File: config.mk
export PLATFORM = sky130hd
export DESIGN_NAME = alu_issue_stage_mips
export DESIGN_NICKNAME = d
export VERILOG_FILES = /design/src/rtl/alu_issue_stage_mips.sv
export SDC_FILE = /design/constraint.sdc
export NUM_CORES = 1
export LEC_CHECK = 0
export CORE_MARGIN = 2
export CORE_UTILIZATION = 40
export DETAILED_ROUTE_END_ITERATION = 8
export DONT_BUFFER_PORTS = 1
export SYNTH_ARGS = -nofsm -noshare
export SYNTH_HDL_FRONTEND = slang
export SYNTH_SLANG_ARGS = --single-unit
File: constraint.sdc
create_clock -name clk -period 11.5 [get_ports clk]
set_input_delay 2.875 -clock clk [delete_from_list [all_inputs] [get_ports clk]]
set_output_delay 2.875 -clock clk [all_outputs]
set_load 0.01 [all_outputs]
File: src/rtl/alu_issue_stage_mips.sv
// rtl/alu_issue_stage_mips.sv - MIPS decode and issue FIFO feeding alu_mips
module alu_issue_stage_mips #(
    parameter int DEPTH      = 2,
    parameter int DATA_WIDTH = 32
) (
    input  logic                  clk,
    input  logic                  reset,
    input  logic                  in_valid,
    output logic                  in_ready,
    input  logic [31:0]           in_instruction,
    input  logic [DATA_WIDTH-1:0] in_rs_data,
    input  logic [DATA_WIDTH-1:0] in_rt_data,
    input  logic                  in_flush,
    output logic                  out_valid,
    input  logic                  out_ready,
    output logic [1:0]            out_op_type_1,
    output logic [1:0]            out_op_type_2,
    output logic                  out_op_type_3,
    output logic [DATA_WIDTH-1:0] out_in_1,
    output logic [DATA_WIDTH-1:0] out_in_2,
    output logic [4:0]            out_dest,
    output logic                  out_write_en,
    output logic                  out_illegal
);
    localparam int AW = (DEPTH > 1) ? $clog2(DEPTH) : 1;
    localparam int CW = $clog2(DEPTH + 1);

    typedef struct packed {
        logic [1:0]            t1;
        logic [1:0]            t2;
        logic                  t3;
        logic [DATA_WIDTH-1:0] in1;
        logic [DATA_WIDTH-1:0] in2;
        logic [4:0]            dest;
        logic                  we;
        logic                  ill;
    } entry_t;

    logic [5:0]  w_op;
    logic [5:0]  w_funct;
    logic [4:0]  w_rt_idx;
    logic [4:0]  w_rd_idx;
    logic [4:0]  w_shamt;
    logic [15:0] w_imm;
    logic        w_legal;
    entry_t      w_dec;
    entry_t      w_head;
    logic        w_push;
    logic        w_pop;
    logic        w_unused_bits;

    entry_t         r_mem [DEPTH];
    logic [AW-1:0]  r_wr_ptr;
    logic [AW-1:0]  r_rd_ptr;
    logic [CW-1:0]  r_count;

    assign w_op     = in_instruction[31:26];
    assign w_rt_idx = in_instruction[20:16];
    assign w_rd_idx = in_instruction[15:11];
    assign w_shamt  = in_instruction[10:6];
    assign w_funct  = in_instruction[5:0];
    assign w_imm    = in_instruction[15:0];
    assign w_unused_bits = &{1'b0, in_instruction[25:22]};

    always_comb begin
        w_dec   = '0;
        w_legal = 1'b1;
        if (w_op == 6'b000000) begin
            w_dec.dest = w_rd_idx;
            w_dec.in1  = in_rs_data;
            w_dec.in2  = in_rt_data;
            case (w_funct)
                6'b000000: begin
                    w_dec.in1 = in_rt_data;
                    w_dec.in2 = {{(DATA_WIDTH-5){1'b0}}, w_shamt};
                end
                6'b000010: begin
                    // rs field bit 0 set selects rotr over srl
                    w_dec.t2  = in_instruction[21] ? 2'b01 : 2'b00;
                    w_dec.t3  = 1'b1;
                    w_dec.in1 = in_rt_data;
                    w_dec.in2 = {{(DATA_WIDTH-5){1'b0}}, w_shamt};
                end
                6'b000011: begin
                    w_dec.t2  = 2'b10;
                    w_dec.t3  = 1'b1;
                    w_dec.in1 = in_rt_data;
                    w_dec.in2 = {{(DATA_WIDTH-5){1'b0}}, w_shamt};
                end
                6'b000100: begin
                    w_dec.in1 = in_rt_data;
                    w_dec.in2 = {{(DATA_WIDTH-5){1'b0}}, in_rs_data[4:0]};
                end
                6'b000110: begin
                    w_dec.t3  = 1'b1;
                    w_dec.in1 = in_rt_data;
                    w_dec.in2 = {{(DATA_WIDTH-5){1'b0}}, in_rs_data[4:0]};
                end
                6'b000111: begin
                    w_dec.t2  = 2'b10;
                    w_dec.t3  = 1'b1;
                    w_dec.in1 = in_rt_data;
                    w_dec.in2 = {{(DATA_WIDTH-5){1'b0}}, in_rs_data[4:0]};
                end
                6'b100000, 6'b100001: w_dec.t1 = 2'b10;
                6'b100010, 6'b100011: begin w_dec.t1 = 2'b10; w_dec.t2 = 2'b01; end
                6'b100100: w_dec.t1 = 2'b11;
                6'b100101: begin w_dec.t1 = 2'b11; w_dec.t2 = 2'b01; end
                6'b100110: begin w_dec.t1 = 2'b11; w_dec.t2 = 2'b11; end
                6'b100111: begin w_dec.t1 = 2'b11; w_dec.t2 = 2'b10; end
                6'b101010: w_dec.t1 = 2'b01;
                default:   w_legal = 1'b0;
            endcase
        end else begin
            w_dec.dest = w_rt_idx;
            w_dec.in1  = in_rs_data;
            case (w_op)
                6'b001000, 6'b001001: begin
                    w_dec.t1  = 2'b10;
                    w_dec.in2 = {{(DATA_WIDTH-16){w_imm[15]}}, w_imm};
                end
                6'b001010: begin
                    w_dec.t1  = 2'b01;
                    w_dec.in2 = {{(DATA_WIDTH-16){w_imm[15]}}, w_imm};
                end
                6'b001100: begin
                    w_dec.t1  = 2'b11;
                    w_dec.in2 = {{(DATA_WIDTH-16){1'b0}}, w_imm};
                end
                6'b001101: begin
                    w_dec.t1  = 2'b11;
                    w_dec.t2  = 2'b01;
                    w_dec.in2 = {{(DATA_WIDTH-16){1'b0}}, w_imm};
                end
                6'b001110: begin
                    w_dec.t1  = 2'b11;
                    w_dec.t2  = 2'b11;
                    w_dec.in2 = {{(DATA_WIDTH-16){1'b0}}, w_imm};
                end
                6'b001111: begin
                    w_dec.in1 = {{(DATA_WIDTH-16){1'b0}}, w_imm};
                    w_dec.in2 = DATA_WIDTH'(16);
                end
                default: w_legal = 1'b0;
            endcase
        end
        if (!w_legal) begin
            w_dec     = '0;
            w_dec.ill = 1'b1;
        end else begin
            w_dec.we = (w_dec.dest != 5'd0);
        end
    end

    assign in_ready  = (r_count != CW'(DEPTH));
    assign out_valid = (r_count != '0);
    assign w_push    = in_valid && in_ready && !in_flush;
    assign w_pop     = out_valid && out_ready && !in_flush;

    always_ff @(posedge clk) begin
        if (w_push) r_mem[r_wr_ptr] <= w_dec;
    end

    // Storage is never cleared; an empty queue masks the head to zero instead.
    always_ff @(posedge clk or negedge reset) begin
        if (!reset) begin
            r_wr_ptr <= '0;
            r_rd_ptr <= '0;
            r_count  <= '0;
        end else if (in_flush) begin
            r_wr_ptr <= '0;
            r_rd_ptr <= '0;
            r_count  <= '0;
        end else begin
            if (w_push) r_wr_ptr <= r_wr_ptr + 1'b1;
            if (w_pop)  r_rd_ptr <= r_rd_ptr + 1'b1;
            r_count <= r_count + CW'(w_push) - CW'(w_pop);
        end
    end

    assign w_head        = out_valid ? r_mem[r_rd_ptr] : '0;
    assign out_op_type_1 = w_head.t1;
    assign out_op_type_2 = w_head.t2;
    assign out_op_type_3 = w_head.t3;
    assign out_in_1      = w_head.in1;
    assign out_in_2      = w_head.in2;
    assign out_dest      = w_head.dest;
    assign out_write_en  = w_head.we;
    assign out_illegal   = w_head.ill;
endmodule

* After elaboration in Yosys (flattened, before gate mapping)
Memories as Yosys holds them, arrays and structs flattened. Index checks and enable logic that the tools add are counted.
Storage, ports and cells: logic and storage cells 79, register bits 4, bits in writable memories 152, output and inout port bits 78, memories 1, input bits 101
Operators by class: reductions and logical operators 23, eq/ne operators 22, multiplexer cells 26, add/subtract/negate cells 4
Memory list:
- r_mem | depth 2, width 76, rd ports 1, clocked after Yosys merged registers in 0, write ports 1, line 52 | entry_t r_mem [DEPTH];
Operators by type and width (count):
- case mux 64 bit (2 select lines) | 1
- case mux 32 bit (3 select lines) | 1
- two-way mux 76 bit | 1
- two-way mux 74 bit | 1
- two-way mux 69 bit | 1
- == test 6 bit (second input constant) | 9
- == test 6 x 4 -> 1 bit (second input constant) | 7
- two-way mux 32 bit | 1
- == test 6 x 3 -> 1 bit (second input constant) | 3
- OR reduction 3 bit | 6
- OR reduction 15 bit | 1
- two-way mux 1 bit | 14
- == test 6 x 2 -> 1 bit (second input constant) | 2
- zero test 6 bit | 2
- case mux 2 bit (3 select lines) | 2
- OR reduction 4 bit | 3
- case mux 2 bit (4 select lines) | 1
- OR reduction 7 bit | 1
- nonzero test 2 bit | 3
- nonzero test 5 bit | 1
- logical AND 1 bit | 4
- two-way mux 4 bit | 1
- case mux 2 bit (2 select lines) | 1
- adder 1 bit (second input constant) | 2
- 6 further kinds | 6

* Longest topological paths before layout
word-level depth 6, gate-level depth with buffers 9, mapped depth without buffers 9

* Worst setup path after synthesis
OpenSTA, ideal clock, no wires.
path kind input to register, start input port in_flush, end memory r_mem[0][0] in the netlist's numbering, enable pin, arrival 8.159 ns, path slack 2.737 ns, cell stages on the path 1, buffers on the path 0, required time 10.895 ns, setup time 0.605 ns, cells stage by stage nor3_1
On the way: word-level cells in the longest chain between the ends 4
Ends and longest elaborated chain:
- from (decl) | line 13 | input logic in_flush,
- zero test 1 bit | line 157 | assign w_push = in_valid && in_ready && !in_flush;
- logical AND 1 bit | line 157
- two-way mux 1 bit | line 161 | if (w_push) r_mem[r_wr_ptr] <= w_dec;
- two-way mux 1 bit (not written as such) | line 161
- to (decl) | line 52
No other way between the ends.

* Worst setup path in the final report
start register r_rd_ptr, end output port out_in_2[0]
On the way: word-level cells in the longest chain between the ends 2
Ends and longest elaborated chain:
- from (decl) | line 54 | logic [AW-1:0] r_rd_ptr;
- from (signal assigned) | line 176 | if (w_pop) r_rd_ptr <= r_rd_ptr + 1'b1;
- memory (2 x 76 bit)
- two-way mux 76 bit | line 181 | assign w_head = out_valid ? r_mem[r_rd_ptr] : '0;
- to (decl) | line 20 | output logic [DATA_WIDTH-1:0] out_in_2,
No other way between the ends.

==> results.yml <==
place:
  dpl.cell_count: 817
  dpl_cell_area_sq_um: 7680
  gp_congestion: 0.913
  dp.final_hpwl_mm: 12.3
  port_buffers: 0
timing:
  drv_slew: 0
  period_share: 0.474
  setup_viol_count_final: 0
  worstMarginPinSlew_ps: 1150
  fin_crit_ps: 5450
  rsz0062_at_grt: "no"
  fin_setup_tns_ps: 0
  fmax_mhz: 184
  hold_viol: 0
  relSlewSlack: 0.229
  fin_skew_ps: 8.61
detailed_routing:
  wl_mm: 19.4
  met1Wirelength_mm: 8.16
  routed.top_layer: "met4"
  drc: 0
  routed-wl-met2_mm: 9.34
  ant_nets: 0
  drtPass1Iterations: 5
  drtIter0Drc: 431
  wl_per_cell_microns: 22.8
  vias: 5018
  vias_per_cell: 5.91
  met3_length_mm: 1.61
synthesis:
  ys_warn_count: 0
  ys.flop_type: "edfxtp_1"
  synthArstFlopShare: 0.0256
  synth_common_cells: "152 x edfxtp_1, 104 x nor2_1, 86 x mux2i_1"
  syn_inst: 621
  synth_top_area_cell: "edfxtp_1"
  syn-cell-area_sq_um: 7490
  synth.distinct_cells: 47
  synth_top_area_frac: 0.609
  yosysMostFrequentCell: "edfxtp_1"
  synth-seq-area-share: 0.623
  syn-num-nets: 724
  syn_area_per_cell_sq_um: 12.1
  synth_edf_count: 152
  yosys-top-cells-area: "edfxtp_1 61%, mux2i_1 11%, nor2_1 5.2%"
  ys_seq_elements: 156
power:
  power.leakage_nw: 2.60
  power.switching_mw: 0.447
  power_frac_comb: 0.182
  pwr-share-seq: 0.468
  p_per_area_nw_per_um2: 179
  internal-power_mw: 1.02
  p_clk_frac: 0.350
  ir_drop_mv: 0.0955
  swShare: 0.304
critical_path:
  end_kind: "output port"
  critPathCapture: "out_in_2[0]"
  r2r-start: "r_count[0]"
  criticalPathCategory: "register to output port"
  cp.arrival_ps: 2570
  r2r-end: "r_count[1]"
  startpoint: "r_rd_ptr"
  required_ps: 8630
  worstRegToRegCells: 10
  regToRegSetupSlack_ps: 9030
  cp-start-kind: "register"
  cp_max_fo: 48
layout:
  fin_util: 0.444
  layout.nets: 705
  syn_to_final_growth_pct: 9.67
  instances_no_fill: 849
  postLayoutCellArea_sq_um: 8220
  diodes: 0
  drive_gt1_frac: 0.109
clock_network:
  cts_made_buffers: 17
  clk_pin_slew_worst_paths_ps: 70
  htreeDepth: 4
  clock-sinks: 156
  cts-root-buf: "clkbuf_16"
  tritoncts: "yes"
  ctsHoldBuffers: 0
  clk_latency_ps: 410
  post_cts_buffers: 0
  cts_resized: 0
  clockBufferDepth: 2
die:
  rows: 50
  die_w_microns: 141
  core_sq_um: 18500
  io_pins: 179
  die_h_microns: 141
  dieArea_sq_um: 19800
  start_util: 0.405
min_path:
  min_path_type: "register to register"
global_route:
  grt_use_total: 0.192
  grt_max_degree: 78
  antenna_found_initial: 0
  globalRouteOverflowTotal: 0
  grt_pass1_wl_mm: 29.0
  grt_pass1_vias: 4922
job:
  drv_cap: 0
outcome:
  status: "finished, final reports clean"
-- cell type report --
type | instances | area, sq um
Clock inverter | 15 | 114
Fill cell | 1717 | 10300
Inverter | 7 | 26.3
Sequential cell | 156 | 4670
Multi-Input combinational cell | 410 | 2620
Clock buffer | 17 | 425
Timing Repair Buffer | 10 | 75.1
Tap cell | 234 | 293
-- sequential cells by signal (all words and copies together) (netlist names) --
name / flops
r_count: 2
r_rd_ptr: 1
r_wr_ptr: 1
r_mem: 152
-- worst max-delay path, stage by stage, from the launching register on --
cell     delay (ps)
dfrtp_4         780
buf_4           800
mux2i_1         240
nor2_1          290
-- metrics by stage --
stage / power, mW / hold slack [ps] / setup WS [ps]
finish: 1.47 / 608 / 6050
global route: 1.54 / 676 / 5900
CTS: 1.49 / 606 / 5990
detailed placement: 0.975 / 590 / 6460
global placement: 0.969 / 565 / 6470
floorplan: 0.915 / 519 / 2740
-- per-layer routing --
metal  vias to the layer above  track usage
met5                         -            0
met4                         0       0.0632
met3                        20       0.0557
met2                       237        0.306
met1                      2505        0.256
li1                       2256            -
-- kinds of logic after synthesis --
family	after synthesis	share of synthesized area
and+or+nand+nor	230	0.144
xor gates and xnor gates	4	0.00468
DFF	156	0.623
adders and majority gates	2	0.00334
AOI/OAI and AO/OA	86	0.0746
muxes	88	0.118
buffers and inverters	55	0.0324
-- power groups by stage --
stage	registers [mW]	logic [mW]	clock network, mW
global placement	0.700	0.269	0
finish	0.690	0.268	0.515
floorplan	0.690	0.225	0
detailed placement	0.702	0.273	0
CTS	0.690	0.273	0.527
global route	0.694	0.293	0.551
-- worst min path at each step --
| stage | depth (start not counted) | slack (ps) | endpoint | startpoint |
|---|---|---|---|---|
| finish | 2 | 610 | r_wr_ptr | r_wr_ptr |
| global route | 2 | 680 | r_wr_ptr | r_wr_ptr |
| floorplan | 2 | 520 | r_wr_ptr | r_wr_ptr |
| global placement | 2 | 570 | r_wr_ptr | r_wr_ptr |
| CTS | 2 | 610 | r_wr_ptr | r_wr_ptr |
| detailed placement | 2 | 590 | r_wr_ptr | r_wr_ptr |
-- placed cells by master, fill, tap and decap left out, types with 6 or more instances in the layout --
master      count
nor3_2         14
a21oi_1        39
inv_1           7
nand3_1        20
nor3_1         27
edfxtp_1      152
nand2_1        42
mux2i_1        86
clkbuf_16      17
buf_4          10
a22oi_1        13
clkinvlp_4      6
nor2_1        102
o22ai_1        17
(Power assumes the default switching activity.)
